### config.mk
export PLATFORM = sky130hd
export DESIGN_NAME = rsa_job_arbiter
export DESIGN_NICKNAME = d
export VERILOG_FILES = /design/src/rtl/rsa_job_arbiter.sv
export SDC_FILE = /design/constraint.sdc
export NUM_CORES = 1
export LEC_CHECK = 0
export ABC_AREA = 0
export CAP_MARGIN = 20
export CORE_MARGIN = 3
export CORE_UTILIZATION = 40
export DETAILED_ROUTE_END_ITERATION = 16
export GPL_TIMING_DRIVEN = 0
export PLACE_DENSITY = 0.74
export SYNTH_ARGS = -nofsm -noshare
export SYNTH_HDL_FRONTEND = slang
export SYNTH_SLANG_ARGS = --single-unit
### constraint.sdc
create_clock -name clk -period 4.2 [get_ports clk]
set_input_delay 1.05 -clock clk [delete_from_list [all_inputs] [get_ports clk]]
set_output_delay 1.05 -clock clk [all_outputs]
set_load 0.02 [all_outputs]
### src/rtl/rsa_job_arbiter.sv
// rsa_job_arbiter: grants one of two requesters access to a shared RSA engine.
// The arbiter forwards the winner's modulus/key/data words with a one-cycle bubble
// on every field change. It then returns the engine result words tagged with the
// requester index.
// Optional feature: define RSA_ARB_TIMEOUT_EN to abort a job whose engine does not
// answer within TIMEOUT_CYCLES of entering WAIT.
module rsa_job_arbiter #(
  parameter int unsigned KEY_WIDTH      = 256,
  parameter int unsigned TIMEOUT_CYCLES = 4096
) (
  input  logic        clk,
  input  logic        rst,
  input  logic [1:0]  req,
  output logic [1:0]  gnt,
  input  logic [31:0] in_data0,
  input  logic [31:0] in_data1,
  input  logic [1:0]  in_sel0,
  input  logic [1:0]  in_sel1,
  input  logic        in_valid0,
  input  logic        in_valid1,
  input  logic        in_last0,
  input  logic        in_last1,
  output logic        eng_en,
  output logic [31:0] eng_data_in,
  output logic [1:0]  eng_select,
  output logic        eng_valid_in,
  input  logic [31:0] eng_data_out,
  input  logic        eng_valid_out,
  output logic [31:0] out_data,
  output logic        out_valid,
  output logic        out_id,
  output logic        done,
  output logic        err
);

  localparam int unsigned WORDS = KEY_WIDTH / 32;
  localparam int unsigned CW    = $clog2(WORDS + 1);

  typedef enum logic [2:0] {
    S_IDLE,
    S_LOAD,
    S_GAP,
    S_WAIT,
    S_DRAIN
  } state_t;

  state_t      r_state;

  // grant bookkeeping
  logic [1:0]  r_gnt;
  logic        r_gidx;
  logic        r_rr;

  // engine-side registered outputs
  logic        r_eng_en;
  logic        r_eng_valid_in;
  logic [31:0] r_eng_data_in;
  logic [1:0]  r_eng_select;

  // requester-side registered outputs
  logic [31:0] r_out_data;
  logic        r_out_valid;
  logic        r_out_id;
  logic        r_done;
  logic        r_err;

  // field tracking: type of last forwarded word and words forwarded in that field
  logic [1:0]  r_prev_sel;
  logic [CW-1:0] r_cnt;
  logic        r_ovf_seen;

  // single-word holding slot used across the GAP cycle
  logic [31:0] r_hold_data;
  logic [1:0]  r_hold_sel;
  logic        r_hold_last;

`ifdef RSA_ARB_TIMEOUT_EN
  localparam int unsigned TW = $clog2(TIMEOUT_CYCLES + 1);
  localparam logic [TW-1:0] TMO_LAST = TW'(TIMEOUT_CYCLES - 1);
  logic [TW-1:0] r_tmo;
`else
  logic w_unused_tmo;
  assign w_unused_tmo = |TIMEOUT_CYCLES;
`endif

  // granted requester's word, selected by the latched grant index
  logic        w_valid;
  logic [1:0]  w_sel;
  logic [31:0] w_data;
  logic        w_last;
  logic        w_pick;
  logic        w_type_chg;
  logic        w_field_full;

  // mux the granted requester's input port
  assign w_valid = r_gidx ? in_valid1 : in_valid0;
  assign w_sel   = r_gidx ? in_sel1   : in_sel0;
  assign w_data  = r_gidx ? in_data1  : in_data0;
  assign w_last  = r_gidx ? in_last1  : in_last0;

  // round-robin choice: pointer decides only when both requesters ask
  assign w_pick = (req == 2'b11) ? r_rr : req[1];

  // field boundary: first word of a job never counts as a change
  assign w_type_chg   = (r_prev_sel != 2'b00) && (w_sel != r_prev_sel);
  assign w_field_full = (r_cnt == CW'(WORDS));

  // job FSM with all outputs registered
  always_ff @(posedge clk or posedge rst) begin
    if (rst) begin
      r_state        <= S_IDLE;
      r_gnt          <= 2'b00;
      r_gidx         <= 1'b0;
      r_rr           <= 1'b0;
      r_eng_en       <= 1'b0;
      r_eng_valid_in <= 1'b0;
      r_eng_data_in  <= 32'd0;
      r_eng_select   <= 2'b00;
      r_out_data     <= 32'd0;
      r_out_valid    <= 1'b0;
      r_out_id       <= 1'b0;
      r_done         <= 1'b0;
      r_err          <= 1'b0;
      r_prev_sel     <= 2'b00;
      r_cnt          <= '0;
      r_ovf_seen     <= 1'b0;
      r_hold_data    <= 32'd0;
      r_hold_sel     <= 2'b00;
      r_hold_last    <= 1'b0;
`ifdef RSA_ARB_TIMEOUT_EN
      r_tmo          <= '0;
`endif
    end else begin
      r_eng_en       <= 1'b1;
      r_eng_valid_in <= 1'b0;
      r_eng_data_in  <= 32'd0;
      r_eng_select   <= 2'b00;
      r_out_valid    <= 1'b0;
      r_done         <= 1'b0;
      r_err          <= 1'b0;
`ifdef RSA_ARB_TIMEOUT_EN
      r_tmo          <= '0;
`endif

      case (r_state)
        S_IDLE: begin
          if (req != 2'b00) begin
            r_gidx     <= w_pick;
            r_gnt      <= w_pick ? 2'b10 : 2'b01;
            r_rr       <= ~w_pick;
            r_prev_sel <= 2'b00;
            r_cnt      <= '0;
            r_ovf_seen <= 1'b0;
            r_state    <= S_LOAD;
          end
        end

        S_LOAD: begin
          if (w_valid) begin
            if (w_sel == 2'b00) begin
              // untyped words are discarded but still may end the job
              if (w_last) r_state <= S_WAIT;
            end else if (w_type_chg) begin
              // park the word; it goes out after the one-cycle field gap
              r_hold_data <= w_data;
              r_hold_sel  <= w_sel;
              r_hold_last <= w_last;
              r_prev_sel  <= w_sel;
              r_cnt       <= CW'(1);
              r_ovf_seen  <= 1'b0;
              r_state     <= S_GAP;
            end else if (w_field_full) begin
              // excess word in this field: drop it, flag the first such drop
              if (!r_ovf_seen) begin
                r_err      <= 1'b1;
                r_ovf_seen <= 1'b1;
              end
              if (w_last) r_state <= S_WAIT;
            end else begin
              r_eng_valid_in <= 1'b1;
              r_eng_data_in  <= w_data;
              r_eng_select   <= w_sel;
              r_prev_sel     <= w_sel;
              r_cnt          <= r_cnt + CW'(1);
              if (w_last) r_state <= S_WAIT;
            end
          end
        end

        S_GAP: begin
          // requester words presented during the gap are not captured
          r_eng_valid_in <= 1'b1;
          r_eng_data_in  <= r_hold_data;
          r_eng_select   <= r_hold_sel;
          r_state        <= r_hold_last ? S_WAIT : S_LOAD;
        end

        S_WAIT: begin
          if (eng_valid_out) begin
            r_out_valid <= 1'b1;
            r_out_data  <= eng_data_out;
            r_out_id    <= r_gidx;
            r_state     <= S_DRAIN;
          end
`ifdef RSA_ARB_TIMEOUT_EN
          else if (r_tmo == TMO_LAST) begin
            r_err   <= 1'b1;
            r_done  <= 1'b1;
            r_gnt   <= 2'b00;
            r_state <= S_IDLE;
          end else begin
            r_tmo <= r_tmo + TW'(1);
          end
`endif
        end

        S_DRAIN: begin
          if (eng_valid_out) begin
            r_out_valid <= 1'b1;
            r_out_data  <= eng_data_out;
            r_out_id    <= r_gidx;
          end else begin
            r_done  <= 1'b1;
            r_gnt   <= 2'b00;
            r_state <= S_IDLE;
          end
        end

        default: begin
          r_gnt   <= 2'b00;
          r_state <= S_IDLE;
        end
      endcase
    end
  end

  assign gnt          = r_gnt;
  assign eng_en       = r_eng_en;
  assign eng_valid_in = r_eng_valid_in;
  assign eng_data_in  = r_eng_data_in;
  assign eng_select   = r_eng_select;
  assign out_data     = r_out_data;
  assign out_valid    = r_out_valid;
  assign out_id       = r_out_id;
  assign done         = r_done;
  assign err          = r_err;

endmodule

==> out/metrics.csv, run 1 <==
stage,metric,value,unit
run_status,status,"complete, no violations",
finish,most frequent cells in the layout,"clkdlybuf4s50_1, dfrtp_1, nand2_1",
timing,Tightest Pin Transition,0.928,ns
hold_path,Hold Startpoint,r_ovf_seen$_DFFE_PP0P_,
floorplan,number of I/O pins,183,
timing,Setup Viol. Count Final,0,
hold_path,Worst Hold Path Cells,1,
synth,synth warn,0,
setup_path,Setup crit end kind,register,
floorplan,die area,14500,sq um
power,leakage,3.53,nW
cts,clk root buf,clkbuf_16,
synth,ys flop type,dfrtp_1,
route,Via density,4.90,
finish,final core occ,62.5,%
synth,Synth Register Bits,121,
cts,CTS tree,done,
timing,Fin. Hold Viols,0,
global_routing,first-pass GRT wire length,20900,um
flow_run,Max Cap Viol,0,
power,Worst VDD drop,0.354,mV
hold_path,Hold Crit Class,register to register,
route,drt wl/cell,15.7,um
placement,DP Area,7310,sq um
placement,dpl hpwl,9690,um
floorplan,# rows,41,
timing,RSZ-0062 raised after global routing,no,
placement,dpl cells,791,
global_routing,vias in the first global route,4110,
synth,Post-Synth Simple-Gate Area,9.36,%
hold_path,Worst Hold End,err$_DFF_PP0_,
route,Final ANT Viol Nets,0,
timing,min cycle time layout,2.69,ns
timing,setup tns final,0,ns
global_routing,grt ovf,0,
synth,Mapped Nets,546,
global_routing,Total GRT Usage,18.4,%
synth,register area share after synthesis,57.9,%
floorplan,DIE WIDTH,120,um
finish,"commonest non-fill, non-tap cell in the layout",clkdlybuf4s50_1,
synth,cells after synthesis,435,
cts,CTS max path bufs,2,
finish,"Design Area, Final",7960,sq um
timing,Fmax achieved,372,MHz
setup_path,Worst R2R Path Depth,6,
timing,clock skew,0.00680,ns
synth,Synth cell types,50,
cts,H-tree depth,4,
synth,main combinational cell family by area after synthesis,multiplexers,
synth,Synth Area per Inst,12.0,sq um
cts,Clock Latency Late Sink,0.41,ns
synth,XOR/XNOR Fraction of Synth Area,0,%
cts,Clock Pin Slew Worst Setup and Hold Paths,0.05,ns
power,Power Density,737,nW/um^2
cts,clk sinks,121,
timing,Max transition margin,38.0,%
setup_path,crit path max fanout,10,
setup_path,kind of critical path,input pin to register,
synth,"top cells by area, synth","dfrtp_1, mux2_2, mux2i_1",
route,DR pass1 iterations,4,
setup_path,worst path arrival time,2.95,ns
cts,# Post-CTS Setup Buffers,0,
finish,NumNets Final,749,
finish,P&R area growth vs syn,52.2,%
cts,post_cts resized,0,
synth,Adder-Cell Fraction of Synth Area,0.479,%
synth,post-synth top area share,57.9,%
route,Via Count,4029,
global_routing,initial antenna violation count,0,
route,Initial DRC Count,214,
setup_path,Setup crit start kind,input pin,
setup_path,origin of the critical flop-to-flop path,r_gidx$_DFFE_PP0P_,
placement,GPL Wtd Cong,0.818,
timing,Final period util,64.0,%
synth,"EDFF count, synth",0,
synth,mux share of post-synthesis cell area,14.8,%
placement,# port buffers,182,
cts,CTS Buf Count,17,
route,Routed WL,12900,um
finish,final std cells w/o fill,822,
synth,"Async S/R FF share, synth",100,%
global_routing,largest net degree at the start of global routing,44,
setup_path,capturing point of the worst reg2reg path,r_hold_data[22]$_DFFE_PP0P_,
finish,Ant. Diodes,0,
cts,hold buffers post-CTS,0,
timing,Pins Over Slew Limit,0,
setup_path,worst reg2reg setup slack,2.10,ns
floorplan,die height,120,um
floorplan,Initial Util,41.1,%
floorplan,core area,12700,sq um
finish,share of cells above drive strength 1,19.8,%
synth,post-synth top area cell,dfrtp_1,
synth,Compound-Gate Fraction of Synth Area,13.6,%
setup_path,required time of the critical path,4.46,ns
synth,Syn Std Cell Area,5230,sq um
route,Residual DRC,0,
[cell usage after synthesis (2+ instances only)]
cell type	n
a21o_1	2
a21oi_1	7
a22oi_1	3
a31oi_1	2
a32o_1	2
and3_1	2
buf_2	7
buf_6	7
clkbuf_1	9
dfrtp_1	121
ha_1	2
inv_1	10
mux2_2	36
mux2_4	2
mux2i_1	34
nand2_1	80
nand3_1	3
nor2_1	5
nor3_1	2
nor3_2	2
o21ai_0	37
o21ai_1	5
o21ai_2	27
o2bb2ai_1	2
[metal layers]
layer  global-route usage [%]  wire (um)  up-vias
met1                     22.6       5270     1980
met4                     6.02        184        0
met5                        0          0        -
met2                     30.9       6660      112
met3                     5.80        780       12
li1                         -          -     1925
[where the power goes]
group	internal (W)	leakage (nW)	total, W	switching [W]
Combinational	0.00117	1.67	0.00241	0.00124
Clock	0.00108	0.311	0.00158	0.000503
Sequential	0.00164	1.54	0.00187	0.000234
[critical path, stage by stage]
cell	delay (ns)
clkdlybuf4s50_1	0.44
mux2i_1	0.39
a211oi_2	0.11
o21ai_2	0.31
clkbuf_1	0.45
o21ai_0	0.19
[logic make-up after synthesis]
logic type / Yosys count
buffers and inverters: 34
adders and majority gates: 2
muxes: 72
other: 1
AOI/OAI and AO/OA: 99
DFF: 121
and+or+nand+nor: 106
[metrics by stage]
| step | hold slack (ns) | power, W | worst slack (ns) |
|---|---|---|---|
| floorplan | 0.409 | 0.00332 | 1.67 |
| global placement | 0.431 | 0.00423 | 0.598 |
| detailed placement | 0.447 | 0.00432 | 1.05 |
| CTS | 0.452 | 0.00593 | 1.51 |
| global route | 0.473 | 0.00619 | 1.36 |
| finish | 0.445 | 0.00586 | 1.51 |
[registers in the layout, summed over array words and instances, names as in the netlist, 2 cells and up]
signal,flops
eng_data_in,32
eng_select,2
gnt,2
out_data,32
r_cnt,4
r_hold_data,32
r_hold_sel,2
r_prev_sel,2
r_state,3
[worst max path at each step]
| stage | slack, ns | start | end |
|---|---|---|---|
| after floorplan | 1.67 | rst | done$_DFF_PP0_ |
| after global placement | 0.60 | rst | eng_data_in[11]$_DFF_PP0_ |
| after detailed placement | 1.05 | in_sel1[0] | r_hold_data[22]$_DFFE_PP0P_ |
| after CTS | 1.51 | in_sel1[0] | r_hold_data[22]$_DFFE_PP0P_ |
| after global routing | 1.36 | in_sel1[0] | r_hold_data[19]$_DFFE_PP0P_ |
| final | 1.51 | in_sel1[0] | r_hold_data[22]$_DFFE_PP0P_ |
[layout make-up]
cell class,instances,area [sq um]
Buffer,24,155
Tap cell,172,215
Inverter,10,41.3
Timing Repair Buffer,184,1860
Multi-Input combinational cell,280,2010
Sequential cell,121,3030
Clock inverter,12,196
Fill cell,1058,4760
Clock buffer,19,453
Power figures use the tool's default switching activity.
==> run 2: changes to the inputs <==
--- a/config.mk
+++ b/config.mk
@@ -11,7 +11,7 @@
 export CORE_UTILIZATION = 40
 export DETAILED_ROUTE_END_ITERATION = 16
 export GPL_TIMING_DRIVEN = 0
-export PLACE_DENSITY = 0.74
+export PLACE_DENSITY = 0.71
 export SYNTH_ARGS = -nofsm -noshare
 export SYNTH_HDL_FRONTEND = slang
 export SYNTH_SLANG_ARGS = --single-unit
==> constraint.sdc (replaced) <==
create_clock -name clk -period 2.71 [get_ports clk]
set_input_delay 0.6775 -clock clk [delete_from_list [all_inputs] [get_ports clk]]
set_output_delay 0.6775 -clock clk [all_outputs]
set_load 0.02 [all_outputs]
==> out/metrics.csv, run 2 (synthesis results as in run 1) <==
stage,metric,value,unit,change
finish,most frequent cells in the layout,"clkdlybuf4s50_1, dfrtp_1, nand2_1",,unchanged
global_routing,initial antenna violation count,0,,unchanged
setup_path,worst path arrival time,2.51,ns,was 2.95 ns
global_routing,Total GRT Usage,18.7,%,was 18.4%
placement,dpl hpwl,9930,um,was 9690 um
setup_path,slowest cell delay on critical path,0.46,ns,was 0.45 ns
floorplan,die height,120,um,unchanged
cts,Clock Pin Slew Worst Setup and Hold Paths,0.06,ns,was 0.05 ns
floorplan,die area,14500,sq um,unchanged
power,Worst VDD drop,0.612,mV,was 0.354 mV
setup_path,kind of critical path,input pin to register,,unchanged
timing,min cycle time layout,2.24,ns,
cts,CTS tree,done,,unchanged
cts,# Post-CTS Setup Buffers,0,,unchanged
finish,share of cells above drive strength 1,20.1,%,was 19.8%
power,Power Density,1130,nW/um^2,was 737 nW/um^2
finish,"commonest non-fill, non-tap cell in the layout",clkdlybuf4s50_1,,unchanged
floorplan,# rows,41,,unchanged
timing,clock skew,0.00935,ns,was 0.00680 ns
route,Routed WL,13200,um,was 12900 um
timing,Final period util,82.8,%,
placement,GPL Wtd Cong,0.797,,was 0.818
route,Via Count,4059,,was 4029
timing,Fin. Hold Viols,0,,unchanged
cts,post_cts resized,0,,unchanged
setup_path,crit path max fanout,10,,unchanged
setup_path,critical-path cell list,clkdlybuf4s50_1 > mux2i_1 > a211oi_2 > o21ai_2 > clkbuf_1 > o21ai_0,,unchanged
cts,hold buffers post-CTS,0,,unchanged
global_routing,vias in the first global route,4193,,was 4110
setup_path,Worst Path Buf+Inv,2,,unchanged
timing,Max transition margin,47.6,%,was 38.0%
route,drt wl/cell,16.0,um,was 15.7 um
cts,clk root buf,clkbuf_16,,unchanged
cts,CTS max path bufs,2,,unchanged
setup_path,Setup crit start kind,input pin,,unchanged
setup_path,CP top delay family,buffers and inverters,,unchanged
cts,clk sinks,121,,unchanged
setup_path,Setup crit end kind,register,,unchanged
hold_path,Hold Crit Class,register to register,,unchanged
floorplan,DIE WIDTH,120,um,unchanged
route,Via density,4.93,,was 4.90
route,Residual DRC,0,,unchanged
timing,Pins Over Slew Limit,0,,unchanged
setup_path,required time of the critical path,2.98,ns,was 4.46 ns
floorplan,Initial Util,41.1,%,unchanged
flow_run,Max Cap Viol,0,,unchanged
run_status,status,"complete, no violations",,unchanged
route,DR pass1 iterations,4,,unchanged
finish,Ant. Diodes,0,,unchanged
timing,Fmax achieved,446,MHz,
cts,Clock Latency Late Sink,0.41,ns,about the same
placement,DP Area,7340,sq um,was 7310 sq um
global_routing,grt ovf,0,,unchanged
power,leakage,3.54,nW,was 3.53 nW
finish,P&R area growth vs syn,52.5,%,was 52.2%
global_routing,largest net degree at the start of global routing,43,,was 44
global_routing,first-pass GRT wire length,21300,um,was 20900 um
floorplan,core area,12700,sq um,unchanged
timing,setup tns final,0,ns,unchanged
cts,CTS Buf Count,17,,unchanged
timing,RSZ-0062 raised after global routing,no,,unchanged
placement,# port buffers,182,,unchanged
timing,Setup Viol. Count Final,0,,unchanged
finish,NumNets Final,750,,was 749
route,Final ANT Viol Nets,0,,unchanged
timing,Tightest Pin Transition,0.786,ns,was 0.928 ns
floorplan,number of I/O pins,183,,unchanged
route,Initial DRC Count,209,,was 214
setup_path,Crit-path slowest cell,mux2i_1,,was clkbuf_1
cts,H-tree depth,4,,unchanged
finish,"Design Area, Final",7970,sq um,was 7960 sq um
## run 2: cell count changes in the layout (fill, tap and decap cells not counted), sizes merged
cell,before,now
bufinv,5,4
clkinv,3,5
inv,10,9
buf,17,18
clkbuf,28,29
## run 2: power breakdown
part | switching (W) | internal [W]
registers | 0.000353 | 0.00254
logic | 0.00193 | 0.00182
clock network | 0.000792 | 0.00160
total | 0.00308 | 0.00596
## run 2: per-stage QoR
| stage | util, % | hold WS (ns) | setup WS, ns | std cells | total power, W |
|---|---|---|---|---|---|
| finish | 62.7 | 0.452 | 0.467 | 824 | 0.00904 |
| global route | 62.7 | 0.456 | 0.281 | 824 | 0.00956 |
| CTS | 62.7 | 0.451 | 0.445 | 824 | 0.00913 |
| detailed placement | 57.7 | 0.443 | 0.0254 | 792 | 0.00671 |
| global placement | 57.1 | 0.430 | -0.537 | 789 | 0.00656 |
| floorplan | - | 0.409 | 0.549 | 435 | 0.00515 |
## run 2: final cells by class
class	instances	area (sq um)
Clock inverter	12	171
Tap cell	172	215
Multi-Input combinational cell	280	2010
Clock buffer	20	467
Fill cell	1009	4750
Buffer	24	155
Sequential cell	121	3030
Timing Repair Buffer	185	1890
Inverter	10	41.3
## run 2: per-layer routing
layer | up-vias | wire length, um | track usage (%)
li1 | 1929 | - | -
met1 | 1992 | 5470 | 23.0
met2 | 119 | 6740 | 31.9
met3 | 19 | 778 | 5.24
met4 | 0 | 215 | 6.44
met5 | - | 0 | 0
## run 2: final timing paths
kind                                        start                           to  slack (ns)  cells after the start
hold / removal             r_ovf_seen$_DFFE_PP0P_                err$_DFF_PP0_        0.45                      1
hold reg to reg            r_ovf_seen$_DFFE_PP0P_                err$_DFF_PP0_        0.45                      1
setup / recovery                       in_sel1[0]  r_hold_data[21]$_DFFE_PP0P_        0.47                      6
min in group asynchronous                     rst           gnt[1]$_DFFE_PP0P_        0.66                      2
max in group asynchronous                     rst  r_hold_data[12]$_DFFE_PP0P_        1.04                      5
setup reg to reg               r_gidx$_DFFE_PP0P_  r_hold_data[21]$_DFFE_PP0P_        0.67                      6
